===== src/rtl/alu_seq_ctrl.sv =====
// Multi-cycle sequencer for the four-function ALU: add/sub in one cycle, mul/div as W-step loops.
// Optional macro ALU_SEQ_DIV0_TRAP_EN: divide by zero short-circuits to out=0, ovf=1.
module alu_seq_ctrl #(
  parameter int unsigned width = 6
) (
  input  logic                 clk,
  input  logic                 rst_n,
  input  logic                 in_valid,
  output logic                 in_ready,
  input  logic [width-1:0]     a,
  input  logic [width-1:0]     b,
  input  logic [1:0]           func,
  output logic                 out_valid,
  input  logic                 out_ready,
  output logic [2*width-1:0]   out,
  output logic                 ovf
);

  localparam int unsigned W  = width;
  localparam int unsigned CW = $clog2(W + 1);

  typedef enum logic [1:0] {S_IDLE, S_MUL, S_DIV, S_DONE} state_t;

  state_t          r_state;
  logic [W-1:0]    r_a;
  logic [W-1:0]    r_b;
  logic [W-1:0]    r_hi;
  logic [W-1:0]    r_lo;
  logic [CW-1:0]   r_cnt;

  logic [W:0]      w_add;
  logic [W:0]      w_sub;
  logic [W:0]      w_msum;
  logic [W:0]      w_rsh;
  logic [W-1:0]    w_rdif;
  logic            w_rge;
  logic [W-1:0]    w_hi_nxt;
  logic [W-1:0]    w_lo_nxt;
  logic            w_trap;

  assign w_add = {1'b0, a} + {1'b0, b};
  assign w_sub = {1'b0, a} - {1'b0, b};

  // Mul keeps {hi,lo} as the running product with the multiplier shifting out of lo.
  assign w_msum = {1'b0, r_hi} + (r_lo[0] ? {1'b0, r_a} : '0);

  // Div: hi is the remainder, lo shifts the dividend out and the quotient in.
  assign w_rsh  = {r_hi, r_lo[W-1]};
  assign w_rge  = (w_rsh >= {1'b0, r_b});
  assign w_rdif = w_rsh[W-1:0] - r_b;

`ifdef ALU_SEQ_DIV0_TRAP_EN
  assign w_trap = (b == '0);
`else
  assign w_trap = 1'b0;
`endif

  always_comb begin
    w_hi_nxt = r_hi;
    w_lo_nxt = r_lo;
    if (r_state == S_MUL) begin
      w_hi_nxt = w_msum[W:1];
      w_lo_nxt = {w_msum[0], r_lo[W-1:1]};
    end else if (r_state == S_DIV) begin
      w_hi_nxt = w_rge ? w_rdif : w_rsh[W-1:0];
      w_lo_nxt = {r_lo[W-2:0], w_rge};
    end
  end

  always_ff @(posedge clk or negedge rst_n) begin
    if (!rst_n) begin
      r_state   <= S_IDLE;
      in_ready  <= 1'b1;
      out_valid <= 1'b0;
      out       <= '0;
      ovf       <= 1'b0;
      r_a       <= '0;
      r_b       <= '0;
      r_hi      <= '0;
      r_lo      <= '0;
      r_cnt     <= '0;
    end else begin
      case (r_state)
        S_IDLE: begin
          if (in_valid) begin
            r_a      <= a;
            r_b      <= b;
            in_ready <= 1'b0;
            case (func)
              2'b00: begin
                out       <= {{W{1'b0}}, w_add[W-1:0]};
                ovf       <= w_add[W];
                out_valid <= 1'b1;
                r_state   <= S_DONE;
              end
              2'b01: begin
                out       <= {{W{1'b0}}, w_sub[W-1:0]};
                ovf       <= w_sub[W];
                out_valid <= 1'b1;
                r_state   <= S_DONE;
              end
              2'b10: begin
                r_hi    <= '0;
                r_lo    <= b;
                r_cnt   <= CW'(W);
                r_state <= S_MUL;
              end
              2'b11: begin
                if (w_trap) begin
                  out       <= '0;
                  ovf       <= 1'b1;
                  out_valid <= 1'b1;
                  r_state   <= S_DONE;
                end else begin
                  r_hi    <= '0;
                  r_lo    <= a;
                  r_cnt   <= CW'(W);
                  r_state <= S_DIV;
                end
              end
            endcase
          end
        end
        S_MUL, S_DIV: begin
          r_hi  <= w_hi_nxt;
          r_lo  <= w_lo_nxt;
          r_cnt <= r_cnt - 1'b1;
          if (r_cnt == CW'(1)) begin
            out       <= (r_state == S_MUL) ? {w_hi_nxt, w_lo_nxt} : {w_lo_nxt, w_hi_nxt};
            ovf       <= 1'b0;
            out_valid <= 1'b1;
            r_state   <= S_DONE;
          end
        end
        S_DONE: begin
          if (out_ready) begin
            out_valid <= 1'b0;
            in_ready  <= 1'b1;
            r_state   <= S_IDLE;
          end
        end
        default: r_state <= S_IDLE;
      endcase
    end
  end

endmodule


===== config.mk =====
export PLATFORM = sky130hd
export DESIGN_NAME = alu_seq_ctrl
export DESIGN_NICKNAME = d
export VERILOG_FILES = /design/src/rtl/alu_seq_ctrl.sv
export SDC_FILE = /design/constraint.sdc
export NUM_CORES = 1
export LEC_CHECK = 0
export ABC_AREA = 1
export BUFFER_PORTS_ARGS = -buffer_cell sky130_fd_sc_hd__buf_2
export CAP_MARGIN = 20
export CORE_MARGIN = 2
export CORE_UTILIZATION = 60
export DETAILED_ROUTE_END_ITERATION = 8
export GPL_TIMING_DRIVEN = 1
export PLACE_DENSITY = 0.82
export SYNTH_ARGS = -nofsm -noshare
export SYNTH_HDL_FRONTEND = slang
export SYNTH_SLANG_ARGS = --single-unit

===== constraint.sdc =====
create_clock -name clk -period 2.26 [get_ports clk]
set_clock_uncertainty 0.05 [all_clocks]
set_input_delay 0.452 -clock clk [delete_from_list [all_inputs] [get_ports clk]]
set_output_delay 0.452 -clock clk [all_outputs]
set_load 0.05 [all_outputs]

# == After elaboration in Yosys (flattened, before gate mapping) ==
# Index checks and enable logic that the tools add are counted.
# op_classes
eq_ne,14
n_reduce_logical,14
n_addsub,5
n_mux,37
order_cmp,1
# op_table
op,n
6-bit 2-to-1 mux,9
12-bit one-hot mux with 2 select lines,2
12-bit 2-to-1 mux,3
6-bit one-hot mux with 2 select lines,3
6-bit by 6-bit adder with 7-bit output,2
2-bit one-hot mux with 3 select lines,2
3-bit AND reduction,4
2-bit inequality test (second input constant),5
2-bit equality test (second input constant),4
1-bit 2-to-1 mux,8
4-bit AND reduction,2
7-bit by 6-bit >= comparator with 1-bit output,1
6-bit by 6-bit subtractor with 7-bit output,1
2-bit 2-to-1 mux,3
3-bit 2-to-1 mux,2
3-bit by 1-bit inequality test with 1-bit output (second input constant),2
1-bit one-hot mux with 2 select lines,3
3-bit one-hot mux with 2 select lines,1
2-bit OR reduction,3
6-bit subtractor,1
2-bit by 1-bit equality test with 1-bit output (second input constant),2
2-bit zero test,2
2-bit nonzero test,2
3-bit by 1-bit equality test with 1-bit output (second input constant),1
3 further kinds,3
# totals
word_cells,81
ff_bits,44
output_inout_bits,15
inputBits,18

# == Depth between registers and ports, before layout ==
# logic_depth
ltp_word,7
mapped_depth,15
ltp_nobuf,15

# == Worst setup path before layout ==
# No wires, ideal clock.
# synth_timing
path_kind,register to register
from,register r_lo[0]
to,register r_hi[5]
arrival_ps,1893
required_ps,2145
synth_period_minus_slack_ps,2009
setup_ps,65
path_buffers,1
path_stages_with_launch,12
setup_slack_ps,251
path_cell_list,dfrtp_1 -> clkbuf_1 -> nand2_1 -> inv_1 -> ha_1 -> inv_1 -> fa_1 -> o21ai_0 -> a21oi_1 -> o21ai_0 -> nand3_1 -> nand2_1
# synth_between
elab_chain_len,4
# synth_lines
element,line_no,rtl
start: declaration,28,logic [W-1:0] r_lo;
start signal: assignment,126,r_lo <= w_lo_nxt;
6-bit 2-to-1 mux,45,"assign w_msum = {1'b0, r_hi} + (r_lo[0] ? {1'b0, r_a} : '0);"
6-bit by 6-bit adder with 7-bit output,45,
6-bit 2-to-1 mux,61,if (r_state == S_MUL) begin
6-bit one-hot mux with 2 select lines,83,case (r_state)
end signal: assignment,125,r_hi <= w_hi_nxt;
end: declaration,27,logic [W-1:0] r_hi;
# Every way passes these cells.
# A chain may end at the register's enable or synchronous reset.

# == Final worst setup path ==
# layout_timing
from,register r_state[0]
to,register out[0]
# layout_between
elab_chain_len,6
elab_cells_between_ends,16
cone_classes,eq/ne (5); mux (7); reduce/logical (4)
# layout_lines
element,line_no,rtl
start: declaration,24,state_t r_state;
start signal: assignment,72,r_state <= S_IDLE;
start signal: assignment,94,r_state <= S_DONE;
start signal: assignment,100,r_state <= S_DONE;
2-bit equality test,"64, 83",
6-bit 2-to-1 mux,64,end else if (r_state == S_DIV) begin
6-bit 2-to-1 mux,61,
12-bit 2-to-1 mux,129,"out <= (r_state == S_MUL) ? {w_hi_nxt, w_lo_nxt} : {w_lo_nxt, w_hi_nxt};"
12-bit 2-to-1 mux,128,if (r_cnt == CW'(1)) begin
12-bit one-hot mux with 2 select lines,83,
end signal: assignment,91,"out <= {{W{1'b0}}, w_add[W-1:0]};"
end signal: assignment,97,"out <= {{W{1'b0}}, w_sub[W-1:0]};"
end signal: assignment,129,
end: declaration,15,"output logic [2*width-1:0] out,"
# Parallel ways exist; a longest one is shown, timed or not. The select of a mux whose other input is x is not followed.

==> impl_table.tex <==
\begin{tabular}{lr}
\hline
Metric & Value \\
\hline
\multicolumn{2}{l}{\textbf{Logic synthesis}} \\
\quad Main area contributors after synthesis & dfrtp\_1, nand2\_1, ha\_1 \\
\quad Count of flip-flops with a built-in enable after synthesis & 0 \\
\quad Syn Nets & 523 \\
\quad Count of warnings emitted by yosys & 0 \\
\quad Primary FF master, synth & dfrtp\_1 \\
\quad Share of Yosys cell area claimed by the top area cell type & 0.3183 \\
\quad Mapped Cells & 470 \\
\quad Share of the yosys chip area belonging to registers & 0.3261 \\
\quad Synth top cells by count & nand2\_1, inv\_1, a21oi\_1 \\
\quad Post-Syn Area & 3381 um2 \\
\quad Count of unique library cells instantiated by Yosys & 37 \\
\quad \#FFs+latches synth & 44 \\
\quad Most frequent cell after synthesis & nand2\_1 \\
\quad Mean instance size in the synthesized netlist & 7.193 um2 \\
\quad Proportion of register bits with asynchronous set or reset after synthesis & 1.000 \\
\quad Synth area leader & dfrtp\_1 \\
\multicolumn{2}{l}{\textbf{Place}} \\
\quad Half-perimeter wire length after detailed placement & 7122 um \\
\quad Port-buffer cells & 32 \\
\quad Number of cells after detailed placement & 572 \\
\quad Placer congestion estimate & 1.032 \\
\multicolumn{2}{l}{\textbf{Route}} \\
\quad Iteration count of the initial detailed-routing pass & 5 \\
\quad Vias after detailed routing & 3,356 \\
\quad WL final & 8970 um \\
\quad Antenna viol nets, final & 0 \\
\quad DRC Markers & 0 \\
\quad Detailed-route vias per instance & 5.756 \\
\quad Iter 0 DRT Violations & 261 \\
\quad Drt wl/cell & 15.39 um \\
\multicolumn{2}{l}{\textbf{Power and ir drop}} \\
\quad Post-layout total power & 6.101 mW \\
\quad IR drop worst, VDD & 1.132 mV \\
\quad Leak Pwr & 2.048 nW \\
\quad Ratio of total power to cell area & 1623 nW/um2 \\
\multicolumn{2}{l}{\textbf{Cells and area}} \\
\quad Number of nets at the end of the flow & 564 \\
\quad Sequential cell area in the final layout & 1102 um2 \\
\quad Final cell count without fillers & 583 \\
\quad Fillers & 495 \\
\quad Fraction of final layout cells with drive strength greater than 1 & 0.1389 \\
\quad Layout overhead on the synthesized area & 11.21\% \\
\quad Area of the multi-input gates & 1951 um2 \\
\quad Final antenna diode count & 0 \\
\multicolumn{2}{l}{\textbf{Clock tree}} \\
\quad Clk Tree Root Cell & clkbuf\_8 \\
\quad CTS tree & built \\
\quad Maximum level of the CTS H-tree & 2 \\
\quad Number of buffers added by the clock tree synthesis step & 5 \\
\quad CTS clk-pin slew, worst paths & 0.09 ns \\
\quad Total clock sinks & 44 \\
\quad Max Root-Sink Buffers & 2 \\
\quad Clk Latency, worst-skew pair & 0.30 ns \\
\multicolumn{2}{l}{\textbf{Critical path}} \\
\quad Type of element launching the critical path & register \\
\quad Count of buffering cells on the critical path with inverters included & 4 \\
\quad Crit path cell chain & inv\_1 -> ha\_1 -> inv\_2 -> nor2\_1 -> nor2\_1 -> inv\_1 -> nor2\_4 -> inv\_2 -> nor2\_2 -> nand2\_1 -> o21ai\_0 -> a31oi\_1 \\
\quad Critical path's slowest cell & dfrtp\_1 \\
\quad Maximum single-stage delay on the critical path & 0.40 ns \\
\quad Critical Path Fanout Max & 14 \\
\quad Critical path arrival & 2.24 ns \\
\quad Critical path endpoint category & register \\
\quad Family with the most delay on the worst path & simple AND/OR/NAND/NOR gates \\
\quad Path type of the worst setup path & register to register \\
\quad WP data required & 2.39 ns \\
\multicolumn{2}{l}{\textbf{STA}} \\
\quad Hold Fails Final Rpt & 0 \\
\quad Total setup violations reported at the end of the flow & 0 \\
\quad Slew @ Worst Pin & 0.5307 ns \\
\quad Number of pins with negative max-slew slack in the final report & 0 \\
\quad Fin crit share & 0.9325 \\
\quad Maximum achievable frequency & 474.5 MHz \\
\quad Worst slew slack as a fraction of its limit & 0.6462 \\
\quad Final worst path period need & 2.108 ns \\
\quad Final-layout worst hold slack & 0.06723 ns \\
\quad Setup repair after global routing missed its margin & true \\
\multicolumn{2}{l}{\textbf{Global routing}} \\
\quad Global route total overflow & 0 \\
\quad Wire length of the first global-routing pass & 14,990 um \\
\quad Total GRT Usage & 0.3117 \\
\quad Antenna violations before repair & 0 \\
\quad Maximum number of pins on one net before global-route repair & 21 \\
\quad Vias in the first global route & 3,235 \\
\multicolumn{2}{l}{\textbf{Die}} \\
\quad Die width & 79.07 um \\
\quad Number of primary I/O pins & 33 \\
\quad Starting density of the core & 0.6177 \\
\quad Die outline area & 6251 um2 \\
\quad FP Rows & 27 \\
\quad Standard cell core area & 5473 um2 \\
\quad Die height & 79.07 um \\
\multicolumn{2}{l}{\textbf{Worst hold path}} \\
\quad Min-delay worst type & input pin to async pin \\
\multicolumn{2}{l}{\textbf{Job}} \\
\quad Max-cap violation count & 0 \\
\multicolumn{2}{l}{\textbf{Outcome}} \\
\quad Outcome & completed \\
\hline
\end{tabular}
[logic make-up after synthesis]
family,synth area share
AOI/OAI and AO/OA,0.1828
and+or+nand+nor,0.2420
DFF,0.3261
xor gates and xnor gates,0.01296
adders and majority gates,0.1384
buffers and inverters,0.09771
[sequential cells by signal (all words and copies together) (netlist names)]
register / cells
r_cnt: 3
r_b: 6
ovf: 1
r_hi: 6
out_valid: 1
r_lo: 6
out: 12
r_state: 2
in_ready: 1
r_a: 6
[power by group]
part / total, mW / switching [mW] / internal, mW
logic: 4.22 / 2.83 / 1.39
clock network: 0.488 / 0.278 / 0.210
registers: 1.39 / 0.233 / 1.16
[worst register-to-register path, delay by kind of cell (launching register included)]
kind / cells / cell delay [ns]
flops: 1 / 0.40
buf+inv: 4 / 0.48
fa+ha+maj: 1 / 0.26
compound gates: 2 / 0.13
simple gates: 5 / 0.67
[routing by layer]
| metal | up-vias | share of wire | GRT usage |
|---|---|---|---|
| met3 | 35 | 0.072 | 0.04659 |
| met2 | 160 | 0.46 | 0.5068 |
| met4 | 0 | 0.052 | 0.1759 |
| li1 | 1614 | - | - |
| met1 | 1547 | 0.42 | 0.3987 |
| met5 | - | 0 | 0 |
[layout by cell type, fill, tap and decap left out, types with 3 or more instances in the layout]
cell type,count
o21ai_1,9
a31oi_1,3
inv_2,5
nand4_1,5
inv_1,63
xnor2_1,3
o21ai_0,36
ha_1,30
clkbuf_8,5
a22oi_1,6
nand3_1,27
buf_4,15
a21oi_1,44
buf_2,32
o211ai_1,4
dfrtp_1,43
fa_1,4
nand2_1,130
nor2_1,20
[per-stage QoR]
step                      cell area, um2    util  setup WS (ns)   TNS, ns
after floorplan                     3381       -         0.2515         0
after global placement              3646  0.6662         0.1111         0
after detailed placement            3646  0.6662        0.06921         0
after CTS                           3727  0.6811        0.05014         0
after global routing                3760  0.6870       -0.06118  -0.06118
final                               3760  0.6870         0.1524         0
[worst paths after layout]
path / cells past startpoint / end / slack [ns] / startpoint
setup / recovery: 12 / out[0]$_DFFE_PN0P_ / 0.15 / r_state[0]$_DFFE_PN0P_
hold / removal: 1 / r_b[4]$_DFFE_PN0P_ / 0.07 / rst_n
setup reg to reg: 12 / out[0]$_DFFE_PN0P_ / 0.15 / r_state[0]$_DFFE_PN0P_
hold reg to reg: 2 / in_ready$_DFFE_PN1P_ / 0.43 / in_ready$_DFFE_PN1P_
max in group asynchronous: 2 / out[9]$_DFFE_PN0P_ / 1.46 / rst_n
min in group clk: 3 / in_ready$_DFFE_PN1P_ / 0.34 / out_ready
[cell type report]
class	instances	area share
clock buffer	5	0.01830
inverter	70	0.06988
clock inverter	2	0.003328
timing repair buffer	47	0.07255
tap	72	0.02396
sequential	44	0.2932
multi-input combinational	343	0.5188
[what timing repair did]
item                                   4_1_cts  5_1_grt
hold buffers                                 0        0
buffers inserted                             0        4
resized for setup                            0        3
endpoints found under the hold margin        0        0
setup endpoints to repair                    0        7
(Power assumes the default switching activity.)
